--- src/rtl/stream_converge_arbiter.sv ---
// -----------------------------------------------------------------------------
// stream_converge_arbiter
//
// Merges input-port credit (freespace) update packets and output-port data
// packets onto one leaf stream, one packet per clock. Credit packets normally
// win; a starvation guard forces a data grant after STARVE_LIMIT consecutive
// credit sends while data is waiting. Data arbitration is round-robin
// (arb_mode = 0) or fixed lowest-index priority with a burst limit
// (arb_mode = 1). While resend is high the stream output is held and no grant
// is issued.
//
// Ports:
//   clk                       BFT clock
//   reset                     synchronous, active-high
//   resend                    hold stream_out, no grants, state frozen
//   arb_mode                  0 = round-robin, 1 = fixed priority + burst limit
//   freespace_update[i]       1-cycle request to send port i's credit packet
//   packet_from_input_ports   credit packet per input port (slice i = port i)
//   packet_from_output_ports  FWFT head packet per output FIFO (slice j)
//   empty[j]                  output FIFO j empty
//   rd_en_sel[j]              combinational one-hot pop strobe to FIFO j
//   stream_out                registered merged packet (MSB = valid)
//   starve_event              registered pulse when the guard forced data
// -----------------------------------------------------------------------------
module stream_converge_arbiter #(
    parameter int PACKET_BITS   = 97,
    parameter int NUM_IN_PORTS  = 7,
    parameter int NUM_OUT_PORTS = 7,
    parameter int MAX_BURST     = 4,
    parameter int STARVE_LIMIT  = 16
) (
    input  logic                                   clk,
    input  logic                                   reset,
    input  logic                                   resend,
    input  logic                                   arb_mode,
    input  logic [NUM_IN_PORTS-1:0]                freespace_update,
    input  logic [PACKET_BITS*NUM_IN_PORTS-1:0]    packet_from_input_ports,
    input  logic [PACKET_BITS*NUM_OUT_PORTS-1:0]   packet_from_output_ports,
    input  logic [NUM_OUT_PORTS-1:0]               empty,
    output logic [NUM_OUT_PORTS-1:0]               rd_en_sel,
    output logic [PACKET_BITS-1:0]                 stream_out,
    output logic                                   starve_event
);

    localparam int IN_W     = (NUM_IN_PORTS  > 1) ? $clog2(NUM_IN_PORTS)  : 1;
    localparam int OUT_W    = (NUM_OUT_PORTS > 1) ? $clog2(NUM_OUT_PORTS) : 1;
    localparam int BURST_W  = $clog2(MAX_BURST + 1);
    localparam int STARVE_W = $clog2(STARVE_LIMIT + 1);
    localparam int MAX_N    = (NUM_IN_PORTS > NUM_OUT_PORTS) ? NUM_IN_PORTS : NUM_OUT_PORTS;

    // First set request at or after ptr, wrapping at n.
    function automatic int rr_pick(input logic [MAX_N-1:0] req, input int n, input int ptr);
        int  res;
        int  idx;
        logic found;
        res   = 0;
        found = 1'b0;
        for (int k = 0; k < MAX_N; k++) begin
            if (!found && (k < n)) begin
                idx = ptr + k;
                if (idx >= n) idx = idx - n;
                if (req[idx]) begin
                    res   = idx;
                    found = 1'b1;
                end
            end
        end
        return res;
    endfunction

    // Lowest set request index.
    function automatic int lowest_set(input logic [MAX_N-1:0] req);
        int res;
        res = 0;
        for (int k = MAX_N - 1; k >= 0; k--) begin
            if (req[k]) res = k;
        end
        return res;
    endfunction

    logic [NUM_IN_PORTS-1:0] pending_q,      pending_d;
    logic [IN_W-1:0]         in_ptr_q,       in_ptr_d;
    logic [OUT_W-1:0]        out_ptr_q,      out_ptr_d;
    logic [OUT_W-1:0]        last_port_q,    last_port_d;
    logic [BURST_W-1:0]      burst_cnt_q,    burst_cnt_d;
    logic [STARVE_W-1:0]     starve_cnt_q,   starve_cnt_d;
    logic [PACKET_BITS-1:0]  stream_out_q,   stream_out_d;
    logic                    starve_event_q, starve_event_d;

    logic                     active;
    logic                     any_pending;
    logic                     any_data;
    logic                     force_data;
    logic                     credit_go;
    logic                     data_go;
    logic [NUM_OUT_PORTS-1:0] avail;
    logic [MAX_N-1:0]         avail_w;
    logic [MAX_N-1:0]         masked_w;
    logic [NUM_IN_PORTS-1:0]  clear_vec;
    logic [PACKET_BITS-1:0]   in_pkt;
    logic [PACKET_BITS-1:0]   out_pkt;
    int                       in_grant;
    int                       out_grant;
    int                       low_idx;

    // ---- decision stage: class select, port select, next state ----
    always_comb begin
        avail       = ~empty;
        avail_w     = MAX_N'(avail);
        any_pending = |pending_q;
        any_data    = |avail;
        active      = !reset && !resend;
        force_data  = any_data && (starve_cnt_q == STARVE_W'(STARVE_LIMIT));
        credit_go   = active && any_pending && !force_data;
        data_go     = active && any_data && (!any_pending || force_data);

        in_grant = rr_pick(MAX_N'(pending_q), NUM_IN_PORTS, int'(in_ptr_q));

        // Fixed priority: the lowest port loses one decision once it has used
        // up its burst and someone else is waiting.
        low_idx  = lowest_set(avail_w);
        masked_w = avail_w & ~(MAX_N'(1) << low_idx);
        if ((low_idx == int'(last_port_q)) && (burst_cnt_q == BURST_W'(MAX_BURST)) &&
            (|masked_w)) begin
            low_idx = lowest_set(masked_w);
        end

        if (arb_mode) out_grant = low_idx;
        else          out_grant = rr_pick(avail_w, NUM_OUT_PORTS, int'(out_ptr_q));

        in_pkt = '0;
        for (int i = 0; i < NUM_IN_PORTS; i++) begin
            if (i == in_grant) in_pkt = packet_from_input_ports[i*PACKET_BITS +: PACKET_BITS];
        end
        out_pkt = '0;
        for (int j = 0; j < NUM_OUT_PORTS; j++) begin
            if (j == out_grant) out_pkt = packet_from_output_ports[j*PACKET_BITS +: PACKET_BITS];
        end

        rd_en_sel = data_go ? (NUM_OUT_PORTS'(1) << out_grant) : '0;

        // A new request in the same cycle as the send keeps the bit set.
        clear_vec = credit_go ? (NUM_IN_PORTS'(1) << in_grant) : '0;
        pending_d = (pending_q & ~clear_vec) | freespace_update;

        in_ptr_d = in_ptr_q;
        if (credit_go) begin
            in_ptr_d = (in_grant + 1 >= NUM_IN_PORTS) ? '0 : IN_W'(in_grant + 1);
        end

        out_ptr_d   = out_ptr_q;
        last_port_d = last_port_q;
        burst_cnt_d = burst_cnt_q;
        if (data_go) begin
            if (!arb_mode) begin
                out_ptr_d = (out_grant + 1 >= NUM_OUT_PORTS) ? '0 : OUT_W'(out_grant + 1);
            end
            last_port_d = OUT_W'(out_grant);
            if ((out_grant == int'(last_port_q)) && (burst_cnt_q != '0)) begin
                if (burst_cnt_q != BURST_W'(MAX_BURST)) burst_cnt_d = burst_cnt_q + BURST_W'(1);
            end else begin
                burst_cnt_d = BURST_W'(1);
            end
        end

        starve_cnt_d = starve_cnt_q;
        if (active) begin
            if (data_go || !any_data) begin
                starve_cnt_d = '0;
            end else if (credit_go && (starve_cnt_q != STARVE_W'(STARVE_LIMIT))) begin
                starve_cnt_d = starve_cnt_q + STARVE_W'(1);
            end
        end

        if (resend)         stream_out_d = stream_out_q;
        else if (credit_go) stream_out_d = in_pkt;
        else if (data_go)   stream_out_d = out_pkt;
        else                stream_out_d = '0;

        starve_event_d = active && force_data;
    end

    // ---- output register stage ----
    always_ff @(posedge clk) begin
        if (reset) begin
            pending_q      <= '0;
            in_ptr_q       <= '0;
            out_ptr_q      <= '0;
            last_port_q    <= '0;
            burst_cnt_q    <= '0;
            starve_cnt_q   <= '0;
            stream_out_q   <= '0;
            starve_event_q <= 1'b0;
        end else begin
            pending_q      <= pending_d;
            in_ptr_q       <= in_ptr_d;
            out_ptr_q      <= out_ptr_d;
            last_port_q    <= last_port_d;
            burst_cnt_q    <= burst_cnt_d;
            starve_cnt_q   <= starve_cnt_d;
            stream_out_q   <= stream_out_d;
            starve_event_q <= starve_event_d;
        end
    end

    assign stream_out   = stream_out_q;
    assign starve_event = starve_event_q;

endmodule

--- config.mk ---
export PLATFORM = sky130hd
export DESIGN_NAME = stream_converge_arbiter
export DESIGN_NICKNAME = d
export VERILOG_FILES = /design/src/rtl/stream_converge_arbiter.sv
export SDC_FILE = /design/constraint.sdc
export NUM_CORES = 1
export LEC_CHECK = 0
export ABC_CLOCK_PERIOD_IN_PS = 8150
export BUFFER_PORTS_ARGS = -buffer_cell sky130_fd_sc_hd__buf_2
export CORE_AREA = 2 2 571 573
export DETAILED_ROUTE_END_ITERATION = 8
export DIE_AREA = 0 0 573 575
export SYNTH_ARGS = -nofsm -noshare
export SYNTH_HDL_FRONTEND = slang
export SYNTH_SLANG_ARGS = --single-unit
--- constraint.sdc ---
create_clock -name clk -period 8.15 [get_ports clk]
set_input_delay 1.2225 -clock clk [delete_from_list [all_inputs] [get_ports clk]]
set_output_delay 1.2225 -clock clk [all_outputs]
set_load 0.01 [all_outputs]
; Word level (Yosys, flattened, before mapping)
; Index checks and enable logic that the tools add are counted.
[word_totals]
regBits = 122
latchBits = 0
ram_bits = 0
mem_bits_ro = 0
elab_cells = 294
n_memories = 0
[classes]
add_sub_neg = 30
mul = 0
n_div = 0
magnitude_cmp = 30
eq_ne = 19
n_shift = 3
n_mux = 169
n_bitwise = 7
n_reduce_logical = 28
[ops]
columns = op, count
row1 = $mux W32, 73
row2 = $mux W97, 16
row3 = $lt A32 B5 Y1 const B, 14
row4 = $eq A4 B32 Y1 const A, 6
row5 = $eq A3 B32 Y1 const A, 4
row6 = $shl A1 B32 Y7 const A, 3
row7 = $add A32 B2 Y32 const B, 2
row8 = $eq A2 B32 Y1 const A, 2
row9 = $eq A32 B4 Y1, 2
row10 = $ge A32 B4 Y1 const B, 2
row11 = $logic_not A32 Y1, 2
row12 = $sub A4 B3 Y5 const B, 12
row13 = $mux W1, 56
row14 = $ge A4 B3 Y1 const B, 12
row15 = $bmux W1 S3, 14
row16 = $add A3 B3 Y4 const B, 6
row17 = $not A7 Y7, 3
row18 = $reduce_or A7 Y1, 3
row19 = $mux W3, 6
row20 = $add A3 B2 Y4 const B, 4
row21 = $and A7 B7 Y7, 2
row22 = $mux W7, 2
row23 = $logic_and A1 B1 Y1, 11
row24 = $mux W5, 2
row25 = other kinds (17), 27

; Logic depth before layout (Yosys ltp)
[depth]
ltp_word = 66
mapped_depth = 32
mapped_depth_nobuf = 26

; Least setup slack after synthesis
; OpenSTA, ideal clock, no wires.
[synth_path]
kind = register to register
start = register out_ptr_q[1]
end = register out_ptr_q[0]
arrival_ns = 6.081
setup_slack_ns = 1.995
path_stages_with_launch = 27
path_buffers = 5
synth_period_minus_slack_ns = 6.155
cell_sequence = dfxtp_1 clkbuf_1 buf_2 inv_1 ha_1 inv_1 fa_1 o221a_2 mux4_2 a32oi_1 a31oi_1 nor3_1 a211o_1 o21ai_0 inv_1 ha_1 clkbuf_1 clkbuf_1 clkbuf_1 and3_1 nand2_1 ha_1 nor4b_1 nand4b_1 a2111oi_0 o21ai_0 o21ai_0
[synth_lines]
columns = item, line
row1 = "start, declared", 83  ; logic [OUT_W-1:0] out_ptr_q, out_ptr_d;
row2 = "start signal, assigned", 197  ; out_ptr_q <= out_ptr_d;

; Final worst setup path
[layout_path]
start = register out_ptr_q[0]
end = output port rd_en_sel[1]
[layout_between]
elab_chain_len = 23
elab_cells_between_ends = 94
cone_classes = add/sub (13) / order compare (7) / shift (1) / mux (73)
[layout_rtl]
columns = item, line
row1 = $add A3 B1 Y4, 60  ; idx = ptr + k;
row2 = $sub A4 B3 Y5 or $ge A4 B3 Y1 (tied branches), 61  ; if (idx >= n) idx = idx - n;
row3 = $mux W32, 61
row4 = $mux W32, 59  ; if (!found && (k < n)) begin
row5 = $mux W32, 128  ; if (arb_mode) out_grant = low_idx;
row6 = $bmux W1 S3, 62  ; if (req[idx]) begin
row7 = $mux W1 (implied by the code) (2 in a row), 62
row8 = $mux W32 or $mux W1 (tied branches), 62
row9 = [6 not listed], n/a
row10 = $mux W32 or $mux W1 (tied branches), 59
row11 = $mux W32 or $mux W1 (tied branches), "62, 128"
row12 = $mux W32 or $mux W1 (tied branches), 59
row13 = $mux W32 or $mux W1 (tied branches), "62, 128"
row14 = $mux W32 *, 59
row15 = $mux W32 *, 128
row16 = $shl A1 B32 Y7 *, 140  ; rd_en_sel = data_go ? (NUM_OUT_PORTS'(1) << out_grant) : '0;
row17 = $mux W7 *, 140
row18 = "end, declared", 40  ; output logic [NUM_OUT_PORTS-1:0] rd_en_sel,
; Every way passes the cells marked *; elsewhere a longest branch is shown, timed or not. The select of a mux whose other input is x is not followed.

==> metrics.md <==
| Metric | Value |
|---|---|
| Result of the run | completed |
| Area enclosed by the die boundary | 329000 um^2 |
| Initial antenna violation count | 349 |
| Die outline width | 573 um |
| Multi-input logic area | 18400 um^2 |
| R2R cell count | 27 |
| CTS H-Tree Depth | 4 |
| Peak Freq | 123 MHz |
| Synthesized area per cell | 5.86 um^2 |
| Source-to-sink clock delay at the later pin of the worst-skew pair | 0.58 ns |
| Fraction of synthesized cell area in xor and xnor cells | 0.993% |
| Buffers inserted by post-CTS timing repair | 0 |
| Arr. time, crit path | 6.90 ns |
| WS Path Type | reg -> out |
| Number of max-capacitance violations reported | 0 |
| Synthesized-area fraction occupied by adder cells | 3.68% |
| Layout cells sized above 1 | 36.5% |
| Placement-stage worst setup slack | 0.660 ns |
| Placed Instances | 9672 |
| Final-stage net count | 6815 |
| Ports placed on the boundary | 1481 |
| Power Dens Cells | 263 nW/um^2 |
| Maximum vdd ir drop | 0.000170 V |
| Fin. Hold Viols | 0 |
| Count of input and output buffers | 1480 |
| Largest buffer count on any clock path | 3 |
| Final Routed Wirelength | 325000 um |
| Total via count in the routed design | 39200 |
| Post-synthesis sequential area ratio | 10.8% |
| Final setup violation count | 0 |
| Crit start category | register |
| Count of standard-cell rows | 209 |
| Core Area | 323000 um^2 |
| Global placer's final weighted congestion | 1.02 |
| Tcrit/Tclk final | 99.7% |
| Max Slew Vio Count | 0 |
| Fin crit period | 8.13 ns |
| Final ANT Viol Nets | 0 |
| Post-synthesis cell count | 3870 |
| Post-DR vias/cell | 3.97 |
| Simple-gate share of the synthesized area | 26.4% |
| Detailed Route Iter0 Violations | 3734 |
| Final worst setup slack | 0.0250 ns |
| CTS tree | yes |
| Worst Max-Slew Pin Slew | 1.45 ns |
| Root buf cell | clkbuf_16 |
| Number of synthesis warnings | 0 |
| Layout area overhead | 70.6% |
| Top_reg_cell synth | dfxtp_1 |
| Data required time of the worst path | 6.93 ns |
| Wire length of the first global-routing pass | 403000 um |
| Sequential cell area in the final layout | 2440 um^2 |
| Layout Cells excl Fill | 9863 |
| Leakage Power | 16.0 nW |
| Setup repair after global routing missed its margin | yes |
| Global Route Usage Sum | 18.9% |
| Combinational family with the most area after synthesis | compound AO/OA/AOI/OAI gates |
| Height of the die | 575 um |
| EDFF count, synth | 0 |
| Aggregate negative setup slack | 0 ns |
| Inserted Clock Buffers | 25 |
| Synth unique cells | 102 |
| Clock transition at the registers of the reported paths | 0.07 ns |
| Routed wire length per instance | 33.0 um |
| Largest clock skew in the final design | 0.0352 ns |
| Maximum fanout along the worst path | 26 |
| Layout filler cell count | 38400 |
| Largest net degree at the start of global routing | 58 |
| Count of cells along the worst hold path | 1 |
| Total iterations of the first detailed-routing run | 6 |
| Sum of overflow across all layers after global routing | 0 |
| Hold/Removal Path Class | reg -> reg |
| Compound-cell area share of the yosys netlist | 46.9% |
| Crit. End Element | primary output |
| Post-synthesis sequential element count | 122 |
| Async set-reset flop share out of synthesis | 0% |
| Mux share of post-synthesis cell area | 2.00% |
| Total number of clock tree sinks | 122 |
| Worst-case headroom to the max-slew limit | 2.69% |
| Detailed placement HPWL | 287000 um |
| Number of global-route vias before repair | 37000 |
| Cell Area, Synth | 22700 um^2 |
| Effective utilization at floorplan | 7.02% |
| # DRC | 0 |
-- where the power goes --
group | switching (mW) | internal, mW
Combinational | 5.56 | 2.80
Clock | 0.497 | 0.552
Sequential | 0.0926 | 0.691
-- area by class of cell --
type	instances	share of cell area, %
tap	4325	14.0
sequential	122	6.31
timing repair buffer	1863	28.1
multi-input combinational	3227	47.6
inverter	135	1.32
clock inverter	3	0.0453
antenna	160	1.03
clock buffer	28	1.65
-- through the flow --
stage	instance area, um^2	utilization (%)	hold slack (ns)	power (mW)
3_3_place_gp	37600	11.6	0.443	9.32
3_5_place_dp	37700	11.7	0.445	9.26
4_1_cts	38300	11.9	0.462	10.4
6_report	38700	12.0	0.464	10.2
2_1_floorplan	22700	-	0.446	4.63
5_1_grt	38500	11.9	0.477	11.0
-- state kept, by name (all words and copies together) (netlist names) --
signal        flops
stream_out       97
starve_cnt_q      5
in_ptr_q          3
pending_q         7
starve_event      1
last_port_q       3
out_ptr_q         3
burst_cnt_q       3
-- worst max-delay path: stages, from the launching register on --
cell and delay [ns]:
dfxtp_2 0.65, buf_4 0.35, ha_1 0.24, ha_1 0.24, nand3b_1 0.16, a21boi_0 0.46
nor3_1 0.14, o21ai_0 0.47, and2_1 0.26, o211a_1 0.19, o32ai_2 0.16, o21ai_2 0.74
nand2_1 0.66, nor3_1 1.28, buf_2 0.32
-- path summary, 6_finish.rpt --
check / start / slack, ns / to
hold reg to reg: stream_out[10]$_SDFFE_PP0N_ / 0.46 / stream_out[10]$_SDFFE_PP0N_
setup reg to reg: in_ptr_q[0]$_SDFFE_PP0P_ / 0.89 / stream_out[16]$_SDFFE_PP0N_
hold / removal: stream_out[10]$_SDFFE_PP0N_ / 0.46 / stream_out[10]$_SDFFE_PP0N_
setup / recovery: out_ptr_q[0]$_SDFFE_PP0P_ / 0.02 / rd_en_sel[1]
-- repair_timing --
action                     CTS  global route
setup endpoints to repair    0             2
resized for setup            0             0
hold buffers                 0             0
-- cells in the mapped netlist (6+ instances only) --
| library cell | count | area [um^2] |
|---|---|---|
| nor2b_1 | 18 | 113 |
| o221ai_1 | 25 | 219 |
| o21bai_1 | 12 | 90.1 |
| buf_4 | 11 | 82.6 |
| o211ai_1 | 183 | 1370 |
| mux2_2 | 8 | 90.1 |
| nor3b_1 | 22 | 165 |
| a211o_1 | 11 | 96.3 |
| nand3b_1 | 8 | 60.1 |
| o2bb2ai_1 | 63 | 552 |
| inv_1 | 134 | 503 |
| o21a_1 | 8 | 60.1 |
| a31o_1 | 9 | 78.8 |
| a221oi_1 | 19 | 166 |
| a21oi_1 | 672 | 3360 |
| a32oi_1 | 17 | 149 |
| nand3_1 | 45 | 225 |
| nand4_1 | 15 | 93.8 |
| o2111ai_1 | 19 | 166 |
| a2bb2oi_1 | 81 | 709 |
| buf_2 | 41 | 205 |
| mux2i_1 | 24 | 240 |
| nor2_1 | 676 | 2540 |
| a21o_1 | 7 | 52.6 |
| and2_1 | 10 | 62.6 |
| xnor2_1 | 20 | 175 |
| o21ai_0 | 301 | 1510 |
| dfxtp_1 | 122 | 2440 |
| and3_1 | 14 | 87.6 |
| nor3_1 | 24 | 120 |
| nand2_1 | 503 | 1890 |
| o32ai_1 | 9 | 78.8 |
| a31oi_1 | 34 | 213 |
| a22oi_1 | 11 | 82.6 |
| a32o_1 | 68 | 681 |
| o31ai_1 | 6 | 45.0 |
| clkbuf_1 | 284 | 1070 |
| ha_1 | 62 | 776 |
| nand2b_1 | 34 | 213 |
| or3_1 | 8 | 50.1 |
| buf_1 | 57 | 214 |
| o22ai_1 | 27 | 169 |
| a211oi_1 | 27 | 203 |
-- layout by cell type (no fill, tap or decap), types with 27 or more instances in the layout --
| master | Yosys | routed |
|---|---|---|
| a211oi_1 | 27 | 27 |
| a21oi_1 | 672 | 672 |
| a2bb2oi_1 | 81 | 81 |
| a31oi_1 | 34 | 30 |
| a32o_1 | 68 | 68 |
| buf_12 | 0 | 46 |
| buf_2 | 41 | 1478 |
| buf_4 | 11 | 337 |
| dfxtp_1 | 122 | 121 |
| diode_2 | 0 | 160 |
| ha_1 | 62 | 54 |
| inv_1 | 134 | 133 |
| nand2_1 | 503 | 502 |
| nand2b_1 | 34 | 34 |
| nand3_1 | 45 | 42 |
| nor2_1 | 676 | 676 |
| o211ai_1 | 183 | 183 |
| o21ai_0 | 301 | 293 |
| o22ai_1 | 27 | 27 |
| o2bb2ai_1 | 63 | 63 |
-- routing by layer --
layer  up-vias  routed length [um]  GRT usage [%]
met4       156               23500           11.0
met3       832               32600           6.81
met2      2532              152000           31.8
met1     18500              116000           20.3
met5         -                1050              0
li1      17200                   -              -
-- kinds of logic after synthesis --
logic type,count (synthesis)
multiplexers,38
AND/OR/NAND/NOR,1418
buffers and inverters,530
AO/OA/AOI/OAI,1672
XOR/XNOR,24
adder cells (fa/ha/maj),65
other,1
flip-flops,122
No activity file was read; power rests on OpenSTA's default activity.
